<file path="src/rtl/iob2axi_rd_split_pkg.sv">
// iob2axi_rd_split_pkg: shared constants for the read-request burst splitter.
package iob2axi_rd_split_pkg;
  localparam int AXI_LEN_W = 8;
  localparam int BOUNDARY_DEF = 4096;
  localparam logic [2:0] IDLE = 3'd0;
  localparam logic [2:0] CALC = 3'd1;
  localparam logic [2:0] ISSUE = 3'd2;
  localparam logic [2:0] WAIT = 3'd3;
  localparam logic [2:0] DONE = 3'd4;
endpackage

</file>
<file path="src/rtl/iob2axi_burst_len.sv">
// iob2axi_burst_len: beats in next burst = min(remaining, MAX_BURST, beats to boundary).
module iob2axi_burst_len #(
  parameter int ADDR_W = 32,
  parameter int DATA_W = 32,
  parameter int CNT_W = 16,
  parameter int MAX_BURST = 256,
  parameter int BOUNDARY = 4096
) (
  input  logic [ADDR_W-1:0]            cur_addr,
  input  logic [CNT_W-1:0]             rem,
  output logic [$clog2(MAX_BURST):0]   blen
);
  localparam int SH = $clog2(DATA_W/8);
  localparam int BL_W = $clog2(MAX_BURST) + 1;
  logic [31:0] off, beats, lim;
  always_comb begin
    off = 32'(cur_addr) & 32'(BOUNDARY - 1);
    beats = (32'(BOUNDARY) - off) >> SH;
    lim = beats < 32'(MAX_BURST) ? beats : 32'(MAX_BURST);
    blen = BL_W'(32'(rem) < lim ? 32'(rem) : lim);
  end
endmodule

</file>
<file path="src/rtl/iob2axi_rd_split.sv">
// iob2axi_rd_split: splits one word-aligned read request into legal AXI INCR bursts.
module iob2axi_rd_split
  import iob2axi_rd_split_pkg::*;
#(
  parameter int ADDR_W = 32,
  parameter int DATA_W = 32,
  parameter int CNT_W = 16,
  parameter int MAX_BURST = 256,
  parameter int BOUNDARY = BOUNDARY_DEF
) (
  input  logic                 clk,
  input  logic                 rst,
  input  logic                 start,
  input  logic [ADDR_W-1:0]    base_addr,
  input  logic [CNT_W-1:0]     nwords,
  output logic                 busy,
  output logic                 done,
  output logic                 err,
  output logic                 run,
  output logic [ADDR_W-1:0]    addr,
  output logic [AXI_LEN_W-1:0] length,
  input  logic                 ready,
  input  logic                 error
);
  localparam int SH = $clog2(DATA_W/8);
  localparam int BL_W = $clog2(MAX_BURST) + 1;
  logic [2:0] state;
  logic [ADDR_W-1:0] cur_addr;
  logic [CNT_W-1:0] rem;
  logic [BL_W-1:0] blen, blen_q;
  logic misaligned;
  iob2axi_burst_len #(
    .ADDR_W(ADDR_W), .DATA_W(DATA_W), .CNT_W(CNT_W),
    .MAX_BURST(MAX_BURST), .BOUNDARY(BOUNDARY)
  ) u_len (
    .cur_addr(cur_addr), .rem(rem), .blen(blen)
  );
  assign misaligned = (base_addr & ADDR_W'((DATA_W/8) - 1)) != '0;
  assign busy = state != IDLE;
  assign done = state == DONE;
  // run drops combinationally in the cycle the engine deasserts ready
  assign run = state == ISSUE && ready;
  always_ff @(posedge clk) begin
    if (rst) begin
      state <= IDLE;
      cur_addr <= '0;
      rem <= '0;
      blen_q <= '0;
      addr <= '0;
      length <= '0;
      err <= 1'b0;
    end else begin
      case (state)
        IDLE: if (start) begin
          cur_addr <= base_addr;
          rem <= nwords;
          err <= misaligned;
          state <= (misaligned || nwords == '0) ? DONE : CALC;
        end
        CALC: begin
          addr <= cur_addr;
          length <= AXI_LEN_W'(blen - BL_W'(1));
          blen_q <= blen;
          state <= ISSUE;
        end
        ISSUE: if (!ready) state <= WAIT;
        WAIT: if (ready) begin
          cur_addr <= cur_addr + (ADDR_W'(blen_q) << SH);
          rem <= rem - CNT_W'(blen_q);
          err <= error;
          state <= (error || rem == CNT_W'(blen_q)) ? DONE : CALC;
        end
        DONE: state <= IDLE;
        default: state <= IDLE;
      endcase
    end
  end
endmodule
</file>
<file path="config.mk">
export PLATFORM = sky130hd
export DESIGN_NAME = iob2axi_rd_split
export DESIGN_NICKNAME = d
export VERILOG_FILES = /design/src/rtl/iob2axi_rd_split_pkg.sv /design/src/rtl/iob2axi_burst_len.sv /design/src/rtl/iob2axi_rd_split.sv
export SDC_FILE = /design/constraint.sdc
export NUM_CORES = 1
export LEC_CHECK = 0
export ABC_CLOCK_PERIOD_IN_PS = 5000
export CELL_PAD_IN_SITES_DETAIL_PLACEMENT = 2
export CELL_PAD_IN_SITES_GLOBAL_PLACEMENT = 2
export CORE_MARGIN = 1.5
export CORE_UTILIZATION = 28
export DETAILED_ROUTE_END_ITERATION = 10
export PLACE_DENSITY_LB_ADDON = 0.1
export SYNTH_ARGS = -nofsm -noshare
export SYNTH_HDL_FRONTEND = slang
export SYNTH_SLANG_ARGS = --single-unit
</file>
<file path="constraint.sdc">
create_clock -name clk -period 5 [get_ports clk]
set_input_delay 1 -clock clk [delete_from_list [all_inputs] [get_ports clk]]
set_output_delay 1 -clock clk [all_outputs]
set_load 0.01 [all_outputs]
</file>
# Yosys cells after proc, flatten, opt, wreduce, memory -nomap -nowiden
# Cells that the tools add are included.
# totals
in_bits,53
elab_cells,48
reg_bits,101
# op_classes
mux,17
n_reduce_logical,10
n_lt_le_gt_ge,2
eq_ne,8
addsub,4
# ops
op,count
two-way mux 32 bit,2
case mux 32 bit (2 select lines),1
adder 32 x 11 -> 32 bit,1
two-way mux 16 bit,2
case mux 16 bit (2 select lines),1
nonzero test 32 bit,1
less-than comparator 16 x 30 -> 1 bit,1
less-than comparator 30 x 9 -> 1 bit (second input constant),1
two-way mux 30 bit,1
== test 16 x 9 -> 1 bit,1
zero test 16 bit,1
subtractor 16 x 9 -> 16 bit,1
two-way mux 3 bit,5
subtractor 13 x 12 -> 14 bit (first input constant),1
case mux 3 bit (4 select lines),1
two-way mux 9 bit,1
subtractor 8 x 1 -> 8 bit (second input constant),1
== test 3 x 2 -> 1 bit (second input constant),2
!= test 2 bit (second input constant),3
AND reduction 3 bit,2
== test 3 x 1 -> 1 bit (second input constant),1
== test 3 bit (second input constant),1
zero test 3 bit,1
nonzero test 3 bit,1
5 further kinds,7

# Depth between registers and ports, before layout
# Gate-level depths: netlist (run 1).
# logic_depth
word_depth,6
depth_mapped,23
depth_no_buf,20

# By module
# Synthesis (run 1) repeated with hierarchy kept, for this count alone.
# hier_totals
cells_unflattened,796
hier_area_um2,6077.1
# modules_own_cells
module,cells_each,instances,area_per_inst_um2
iob2axi_rd_split,719,1,5540.3
iob2axi_burst_len,77,1,536.8

# Worst setup path after synthesis (run 1)
# No wires, ideal clock.
# synth_path
kind,register to register
from,register cur_addr[1]
to,register length[4]
required_time_ps,4929
slack_ps,310
path_stages_with_launch,23
arrival_ps,4620
path_cell_list,dfxtp_1 > or4_1 > buf_2 > or4_4 > or3_4 > a21oi_2 > inv_1 > ha_1 > nand4_1 > nor2_1 > o311ai_0 > nand4_2 > clkbuf_1 > nor2_1 > a21oi_1 > ha_1 > clkbuf_1 > nor4_1 > a31oi_1 > o221ai_1 > o21ai_0 > o211ai_1 > a21oi_1
# synth_via
elab_chain_len,6
# synth_rtl
item,line_no,rtl
start: declaration,iob2axi_rd_split.sv:28,logic [ADDR_W-1:0] cur_addr;
start signal: assignment,iob2axi_rd_split.sv:55,cur_addr <= base_addr;
start signal: assignment,iob2axi_rd_split.sv:68,cur_addr <= cur_addr + (ADDR_W'(blen_q) << SH);
subtractor 13 x 12 -> 14 bit *,iob2axi_burst_len.sv:18,beats = (32'(BOUNDARY) - off) >> SH;
less-than comparator 30 x 9 -> 1 bit,iob2axi_burst_len.sv:19,lim = beats < 32'(MAX_BURST) ? beats : 32'(MAX_BURST);
two-way mux 30 bit *,iob2axi_burst_len.sv:19,
less-than comparator 16 x 30 -> 1 bit,iob2axi_burst_len.sv:20,blen = BL_W'(32'(rem) < lim ? 32'(rem) : lim);
two-way mux 9 bit *,iob2axi_burst_len.sv:20,
subtractor 8 x 1 -> 8 bit *,iob2axi_rd_split.sv:62,length <= AXI_LEN_W'(blen - BL_W'(1));
end signal: assignment,iob2axi_rd_split.sv:62,
end: declaration,iob2axi_rd_split.sv:21,"output logic [AXI_LEN_W-1:0] length,"
# Mark *: on every way between the ends. The rest lies on a longest branch, timed or not.
# A chain may end at the register's enable or synchronous reset.

# Final worst setup path (run 1)
# layout_path
from,register cur_addr[2]
to,register length[4]
# The elaborated chain is that of the path after synthesis.

==> impl_metrics.toml, run 1 <==
[status]
status = "finished clean"

[final_layout]
multi_input_area_um2 = 3670
nNetsFinal = 942
n_antenna_cell = 0
nFillCells = 2392
final_util_pct = 35.7
layout-drive-gt1-share_pct = 5.79
final-seq-area_um2 = 2020
synthToLayoutAreaGrowth_pct = 25.2

[clock_network]
clk_latency_ns = 0.36
cts_buffers = 9
ctsHoldBuffers = 0
clockBufferDepth = 2
root_buffer = "clkbuf_16"
clk_pin_slew_ns = 0.08
numClockSinks = 101
cts-resized-gates = 0
cts_tree = "done"
cts_max_level = 3
cts_setup_buffers = 0

[detailed_routing]
drt_iter0_drc = 320
drc_errors = 0
first_pass_iters = 4
vias = 6295
totalWireLength_um = 24000
vias_per_cell = 5.53
ant_nets = 0
wl_per_cell_um = 21.0

[floorplanning]
chipHeight_um = 149
ios = 97
fp.dieW_um = 149
rows = 53
core_area_um2 = 21000
start_util_pct = 28.6
dieArea_um2 = 22300

[logic_synthesis]
synth_area_per_cell_um2 = 7.57
yosys_warnings = 0
netlist_top_cells_count = "nand2_1 (126), dfxtp_1 (101), nor2_1 (78)"
synth_top_area_share_pct = 33.7
syn_area_um2 = 6000
synth_flop_cell = "dfxtp_1"
synthArstFlopShare_pct = 0
yosysMostFrequentCell = "nand2_1"
syn_inst = 793
seq_area_frac_synth_pct = 33.7
synth_top_area_cell = "dfxtp_1"
synth_cell_types = 66
ys_ff_latch = 101
synth_edf_count = 0
syn_nets = 876
synth_area_leaders = "dfxtp_1 (34%), nand2_1 (7.9%), a21oi_1 (6.3%), ha_1 (5.8%), nor2_1 (4.9%)"

[timing]
fin_worst_skew_ns = 0.0120
fin_tns_setup_ns = 0
relSlewSlack_pct = 41.3
period_minus_slack_ns = 4.67
slew_violations = 0
worst_slew_pin_slew_ns = 0.880
max_clock_freq_mhz = 214
fin_crit_sh_pct = 93.4
rsz0062_at_grt = "no"
hold_violations = 0
setup_violations = 0

[critical_path]
end_kind = "flop"
cp.required_ns = 5.23
crit_type = "reg -> reg"
cp_data_arrival_time_ns = 4.90
critPathMaxFanout = 9
start_kind = "flop"
rrSetupSlack_ns = 0.33

[pwr]
p_per_area_nw_per_um2 = 311
seq_power_share_pct = 40.7
swShare_pct = 34.8
peakVddDrop_mv = 0.136
combPwrFrac_pct = 26.8
clockPowerShare_pct = 32.5
p_int_mw = 1.52
switchingPower_uw = 813
p_leak_nw = 2.64
p_total_mw = 2.34

[placement]
port_buffers = 96
hpwl_um = 17800
gp_congestion = 0.842

[global_routing]
grt_max_degree = 56
grt_overflow = 0
grt_usage_pct = 22.0
grt_pass1_wl_um = 38100
antenna_found_initial = 0
grt_pass1_vias = 6661

[min_path]
min_path_type = "reg -> reg"

[job]
max_cap_violations = 0
## metal layers
metal / vias up / part of all wire (%) / track usage (%)
met3: 18 / 3.3 / 2.99
met2: 119 / 47 / 36.8
met4: 0 / 1.2 / 5.10
met1: 3161 / 48 / 30.0
li1: 2997 / - / -
met5: - / 0 / 0
## power by group through the flow
| stage | Combinational (mW) | Clock (mW) | Sequential, mW |
|---|---|---|---|
| after floorplan | 0.415 | 0 | 0.931 |
| after global placement | 0.603 | 0 | 0.963 |
| after detailed placement | 0.623 | 0 | 0.968 |
| after CTS | 0.630 | 0.784 | 0.949 |
| after global routing | 0.691 | 0.813 | 0.962 |
| final | 0.626 | 0.760 | 0.950 |
## area by class of cell
type	count	share of cell area, %
inverters	29	1.45
multi-input cells	608	48.9
clock inverters	7	1.07
repair buffers	110	14.1
flip-flops and latches	101	26.9
clock buffers	9	3.00
well taps	275	4.58
## layout by cell type (no fill, tap or decap), types with 9 or more instances in the layout
cell / synthesis / layout
nand4_1: 13 / 13
nor2b_1: 10 / 10
dfxtp_1: 101 / 101
nand3_1: 19 / 19
nand2_1: 126 / 125
mux2i_1: 10 / 10
nor4_1: 13 / 12
nor2_1: 78 / 77
nor3_1: 23 / 22
clkdlybuf4s50_1: 0 / 95
a211oi_1: 28 / 28
xnor2_1: 12 / 12
o211ai_1: 9 / 9
clkbuf_16: 0 / 9
a21oi_1: 75 / 75
inv_1: 29 / 29
a31oi_1: 11 / 11
buf_4: 1 / 14
o21ai_0: 30 / 30
ha_1: 28 / 28
## state kept, by name, summed over array words and instances, names as in the netlist
register,flops
addr,32
cur_addr,32
rem,16
blen_q,9
length,8
state,3
err,1
## final timing paths
check	from	end	cells after the start
worst min-delay path	addr[27]$_SDFFE_PP0P_	addr[27]$_SDFFE_PP0P_	2
worst max-delay path	cur_addr[2]$_SDFFE_PP0P_	length[4]$_SDFFE_PP0P_	19
worst max register to register	cur_addr[2]$_SDFFE_PP0P_	length[4]$_SDFFE_PP0P_	19
worst min register to register	addr[27]$_SDFFE_PP0P_	addr[27]$_SDFFE_PP0P_	2
## cell families (layout without fill, tap and decap cells)
family                   after synthesis  after routing  synth area share [%]
buffers and inverters                 84            155                  5.40
AND/OR/NAND/NOR                      327            327                  25.5
flip-flops                           101            101                  33.7
other                                  1              1                0.0625
multiplexers                          15             15                  2.79
AO/OA/AOI/OAI                        219            219                  23.8
XOR/XNOR                              16             16                  2.33
adder cells (fa/ha/maj)               30             30                  6.50
## metrics by stage
stage | setup WS [ns] | std cells | instance area (um^2) | hold slack, ns
after floorplan | 0.310 | 793 | 6000 | 0.441
after global placement | 0.538 | 1123 | 7200 | 0.447
after CTS | 0.308 | 1139 | 7510 | 0.464
after global routing | 0.00100 | 1139 | 7510 | 0.483
after detailed placement | 0.369 | 1123 | 7200 | 0.453
final | 0.329 | 1139 | 7510 | 0.458
## critical path: stages, from the launching register on
cell and delay, ns:
dfxtp_1 0.38, or4_1 0.59, or4_4 0.50, or3_4 0.38, o21ai_2 0.19, a21oi_2 0.08
inv_1 0.08, ha_1 0.24, a21oi_1 0.17, nor2b_1 0.06, o21ai_0 0.22, nand4_2 0.17
mux2_2 0.34, ha_1 0.32, nor4_2 0.28, a31oi_1 0.07, o221ai_1 0.19, o21ai_0 0.10
o211ai_1 0.11, a21oi_1 0.08
No activity file was read; power rests on OpenSTA's default activity.
==> inputs of run 2 (changes only) <==
- CORE_ASPECT_RATIO: default -> 0.6
==> impl_metrics.toml, run 2 (synthesized netlist as in run 1, its figures left out) <==
[final_layout]
layout-drive-gt1-share_pct = 6.34
nFillCells = 2435
nNetsFinal = 946
n_antenna_cell = 0
synthToLayoutAreaGrowth_pct = 26.2
final_cell_mix = "nand2_1 (125), dfxtp_1 (101), clkdlybuf4s50_1 (95)"
final_util_pct = 36.0
multi_input_area_um2 = 3670
final_common_cell = "nand2_1"
reg_top3 = "addr x32, cur_addr x32, rem x16"
final-seq-area_um2 = 2020

[floorplanning]
start_util_pct = 28.5
chipHeight_um = 116
dieArea_um2 = 22400
rows = 41
fp.dieW_um = 192
core_area_um2 = 21000
ios = 97

[min_path]
whs_path_depth = 2
min_path_type = "reg -> reg"

[clock_network]
clk_latency_ns = 0.37
root_buffer = "clkbuf_16"
clockBufferDepth = 2
cts_buffers = 9
cts_max_level = 3
clk_pin_slew_ns = 0.08
numClockSinks = 101
ctsHoldBuffers = 0
cts_tree = "done"

[global_routing]
grt_max_degree = 52
grt_usage_pct = 23.8
grt_overflow = 0
grt_pass1_wl_um = 39700
antenna_found_initial = 0
grt_pass1_vias = 6647

[timing]
fin_crit_sh_pct = 93.2
period_minus_slack_ns = 4.66
fin_worst_skew_ns = 0.00868
worst_slew_pin_slew_ns = 0.792
fin_tns_setup_ns = 0
relSlewSlack_pct = 47.0
slew_violations = 0
hold_violations = 0
setup_violations = 0
rsz0062_at_grt = "no"
max_clock_freq_mhz = 215

[critical_path]
cp.required_ns = 5.25
start_kind = "flop"
crit_type = "reg -> reg"
r2r_cells = 18
cp_data_arrival_time_ns = 4.91
end_kind = "flop"
critPathMaxFanout = 9

[detailed_routing]
vias = 6240
totalWireLength_um = 25400
wl_per_cell_um = 22.2
vias_per_cell = 5.44
drc_errors = 0
ant_nets = 0
first_pass_iters = 4
drt_iter0_drc = 302

[job]
max_cap_violations = 0

[placement]
gp_congestion = 0.862
hpwl_um = 19400
port_buffers = 96

[pwr]
p_leak_nw = 2.66
p_per_area_nw_per_um2 = 320
peakVddDrop_mv = 0.169

[status]
status = "finished clean"
-- run 2: changes by cell type in the layout (fill, tap and decap cells not counted), sizes merged --
cell / change
bufinv: +1
clkinvlp: +1
buf: +4
clkbuf: +1
clkinv: -1
inv: -2
-- run 2: path summary, 6_finish.rpt --
check / startpoint / endpoint / slack, ns
min reg2reg: addr[7]$_SDFFE_PP0P_ / addr[7]$_SDFFE_PP0P_ / 0.46
max reg2reg: cur_addr[2]$_SDFFE_PP0P_ / length[4]$_SDFFE_PP0P_ / 0.34
max: cur_addr[2]$_SDFFE_PP0P_ / length[4]$_SDFFE_PP0P_ / 0.34
min: addr[7]$_SDFFE_PP0P_ / addr[7]$_SDFFE_PP0P_ / 0.46
-- run 2: power by group --
group	leakage [nW]	switching, mW	internal [mW]
sequential	0.825	0.0941	0.862
combinational	1.68	0.379	0.274
clock	0.157	0.357	0.458
total	2.66	0.829	1.59
-- run 2: metal layers --
metal  global-route usage (%)  wire, um
met5                        0         0
met4                     6.05       274
met3                     3.67      1350
met2                     34.0     10200
met1                     36.6     13600
-- run 2: stage by stage --
step	power [mW]	cell area [um^2]	hold WS, ns	setup slack (ns)	instances
2_1_floorplan	1.35	6000	0.441	0.310	793
3_3_place_gp	1.58	7210	0.443	0.442	1128
3_5_place_dp	1.61	7210	0.454	0.231	1128
4_1_cts	2.44	7550	0.464	0.193	1144
5_1_grt	2.56	7580	0.481	0.0252	1147
6_report	2.42	7580	0.460	0.342	1147
-- run 2: area by class of cell --
| class | instances | share of cell area [%] |
|---|---|---|
| Clock inverter | 6 | 1.25 |
| Inverter | 29 | 1.44 |
| Sequential cell | 101 | 26.7 |
| Timing Repair Buffer | 114 | 14.4 |
| Clock buffer | 10 | 3.15 |
| Tap cell | 279 | 4.61 |
| Multi-Input combinational cell | 608 | 48.5 |
-- run 2: what timing repair did --
item | CTS | global route
setup buffers | 0 | 3
endpoints found under the hold margin | 0 | 0
endpoints found under the setup margin | 0 | 1
resized for setup | 0 | 2
-- run 2: worst max-delay path, stage by stage (launching register included) --
cell,delay (ns)
dfxtp_1,0.38
or4_1,0.59
or4_4,0.48
or3_4,0.37
a21oi_2,0.22
inv_1,0.07
ha_1,0.29
nand4_1,0.09
nor2_1,0.16
o311ai_0,0.20
nand4_2,0.23
mux2_2,0.38
ha_2,0.25
nor4_1,0.24
a31oi_1,0.07
o221ai_1,0.21
o21ai_0,0.10
o211ai_1,0.10
a21oi_1,0.08
==> inputs of run 3 (changes only) <==
- CORE_ASPECT_RATIO: 0.6 -> 0.75
==> impl_metrics.toml, run 3 (synthesized netlist as in run 1, its figures left out) <==
[status]
status = "finished clean"

[critical_path]
start_kind = "flop"
end_kind = "flop"
critPathMaxFanout = 9
cp_num_buf_inv = 1
cp.required_ns = 5.24
worstPathCellList = "or4_1, or4_4, or3_4, a21oi_2, inv_1, ha_1, a21oi_1, nor2b_1, o21ai_0, nand4_2, mux2_2, ha_1, nor4_1, a31oi_1, o221ai_1, o21ai_0, o211ai_1, a21oi_1"
critPathTopFamily = "simple AND/OR/NAND/NOR gates"
crit_type = "reg -> reg"
cp_slowest_cell = "or4_1"
cpPeakStageDelay_ns = 0.56
cp_data_arrival_time_ns = 4.87

[clock_network]
clk_pin_slew_ns = 0.08
cts_setup_buffers = 0
cts-resized-gates = 0
cts_buffers = 9
cts_tree = "done"
clockBufferDepth = 2
ctsHoldBuffers = 0
root_buffer = "clkbuf_16"
cts_max_level = 3
clk_latency_ns = 0.36
numClockSinks = 101

[min_path]
min_path_type = "reg -> reg"

[pwr]
p_total_mw = 2.31
p_leak_nw = 2.64
peakVddDrop_mv = 0.124
p_per_area_nw_per_um2 = 307

[detailed_routing]
ant_nets = 0
drc_errors = 0
vias = 6239
drt_iter0_drc = 335
wl_per_cell_um = 21.4
first_pass_iters = 4
totalWireLength_um = 24700
vias_per_cell = 5.41

[final_layout]
final_common_cell = "nand2_1"
layout-drive-gt1-share_pct = 5.78
n_antenna_cell = 0
nFillCells = 2459
final-seq-area_um2 = 2020
finalInstanceArea_um2 = 7520
fin_cells = 1153
multi_input_area_um2 = 3670
reg_top3 = "addr x32, cur_addr x32, rem x16"
synthToLayoutAreaGrowth_pct = 25.2
final_cell_mix = "nand2_1 (125), dfxtp_1 (101), clkdlybuf4s50_1 (95)"
nNetsFinal = 943

[global_routing]
grt_max_degree = 52
grt_pass1_wl_um = 38700
grt_overflow = 0
grt_usage_pct = 22.9
antenna_found_initial = 0
grt_pass1_vias = 6565

[floorplanning]
core_area_um2 = 21100
start_util_pct = 28.5
rows = 46
ios = 97
fp.dieW_um = 172
dieArea_um2 = 22300
chipHeight_um = 130

[timing]
period_minus_slack_ns = 4.63
hold_violations = 0
setup_violations = 0
worst_slack_ns = 0.369
rsz0062_at_grt = "no"
fin_crit_sh_pct = 92.6
fin_worst_skew_ns = 0.0120
relSlewSlack_pct = 43.1
fin_tns_setup_ns = 0
max_clock_freq_mhz = 216
slew_violations = 0
worst_slew_pin_slew_ns = 0.853

[placement]
port_buffers = 96
gp_congestion = 0.832
dp.cells = 1137
pre_cts_ws_ns = 0.440
place_area_um2 = 7230
hpwl_um = 18300

[job]
max_cap_violations = 0
[run 3: final timing paths]
kind	end	cells past startpoint	from	slack, ns
setup / recovery	length[4]$_SDFFE_PP0P_	18	cur_addr[2]$_SDFFE_PP0P_	0.37
hold reg to reg	addr[24]$_SDFFE_PP0P_	2	addr[24]$_SDFFE_PP0P_	0.46
hold / removal	addr[24]$_SDFFE_PP0P_	2	addr[24]$_SDFFE_PP0P_	0.46
setup reg to reg	length[4]$_SDFFE_PP0P_	18	cur_addr[2]$_SDFFE_PP0P_	0.37
[run 3: where the power goes]
part	internal, mW	switching [mW]	total (mW)	leakage [nW]
sequential	0.862	0.0929	0.955	0.825
combinational	0.267	0.369	0.636	1.67
clock	0.360	0.356	0.716	0.144
total	1.49	0.817	2.31	2.64
[run 3: cell type report]
class / count / area share (%)
Clock buffer: 10 / 3.18
Clock inverter: 6 / 0.699
Inverter: 29 / 1.45
Multi-Input combinational cell: 608 / 48.8
Sequential cell: 101 / 26.9
Tap cell: 288 / 4.79
Timing Repair Buffer: 111 / 14.2
[run 3: through the flow]
step	utilization, %	hold WS [ns]
final	35.7	0.458
after global routing	35.7	0.481
after CTS	35.7	0.463
after detailed placement	34.3	0.452
after global placement	34.3	0.444
after floorplan	-	0.441
[run 3: layer usage]
metal  vias up  GRT usage (%)  share of wire (%)
met5         -              0                  0
met1      3120           34.3                 54
met3        16           3.09                2.7
met2       108           34.7                 42
li1       2995              -                  -
met4         0           4.60                1.0
[run 3: worst min-delay path: cells and delay by family, from the launching register on]
family / cells / cell delay (ns)
flip-flops: 1 / 0.31
AND/OR/NAND/NOR: 1 / 0.05
AO/OA/AOI/OAI: 1 / 0.05
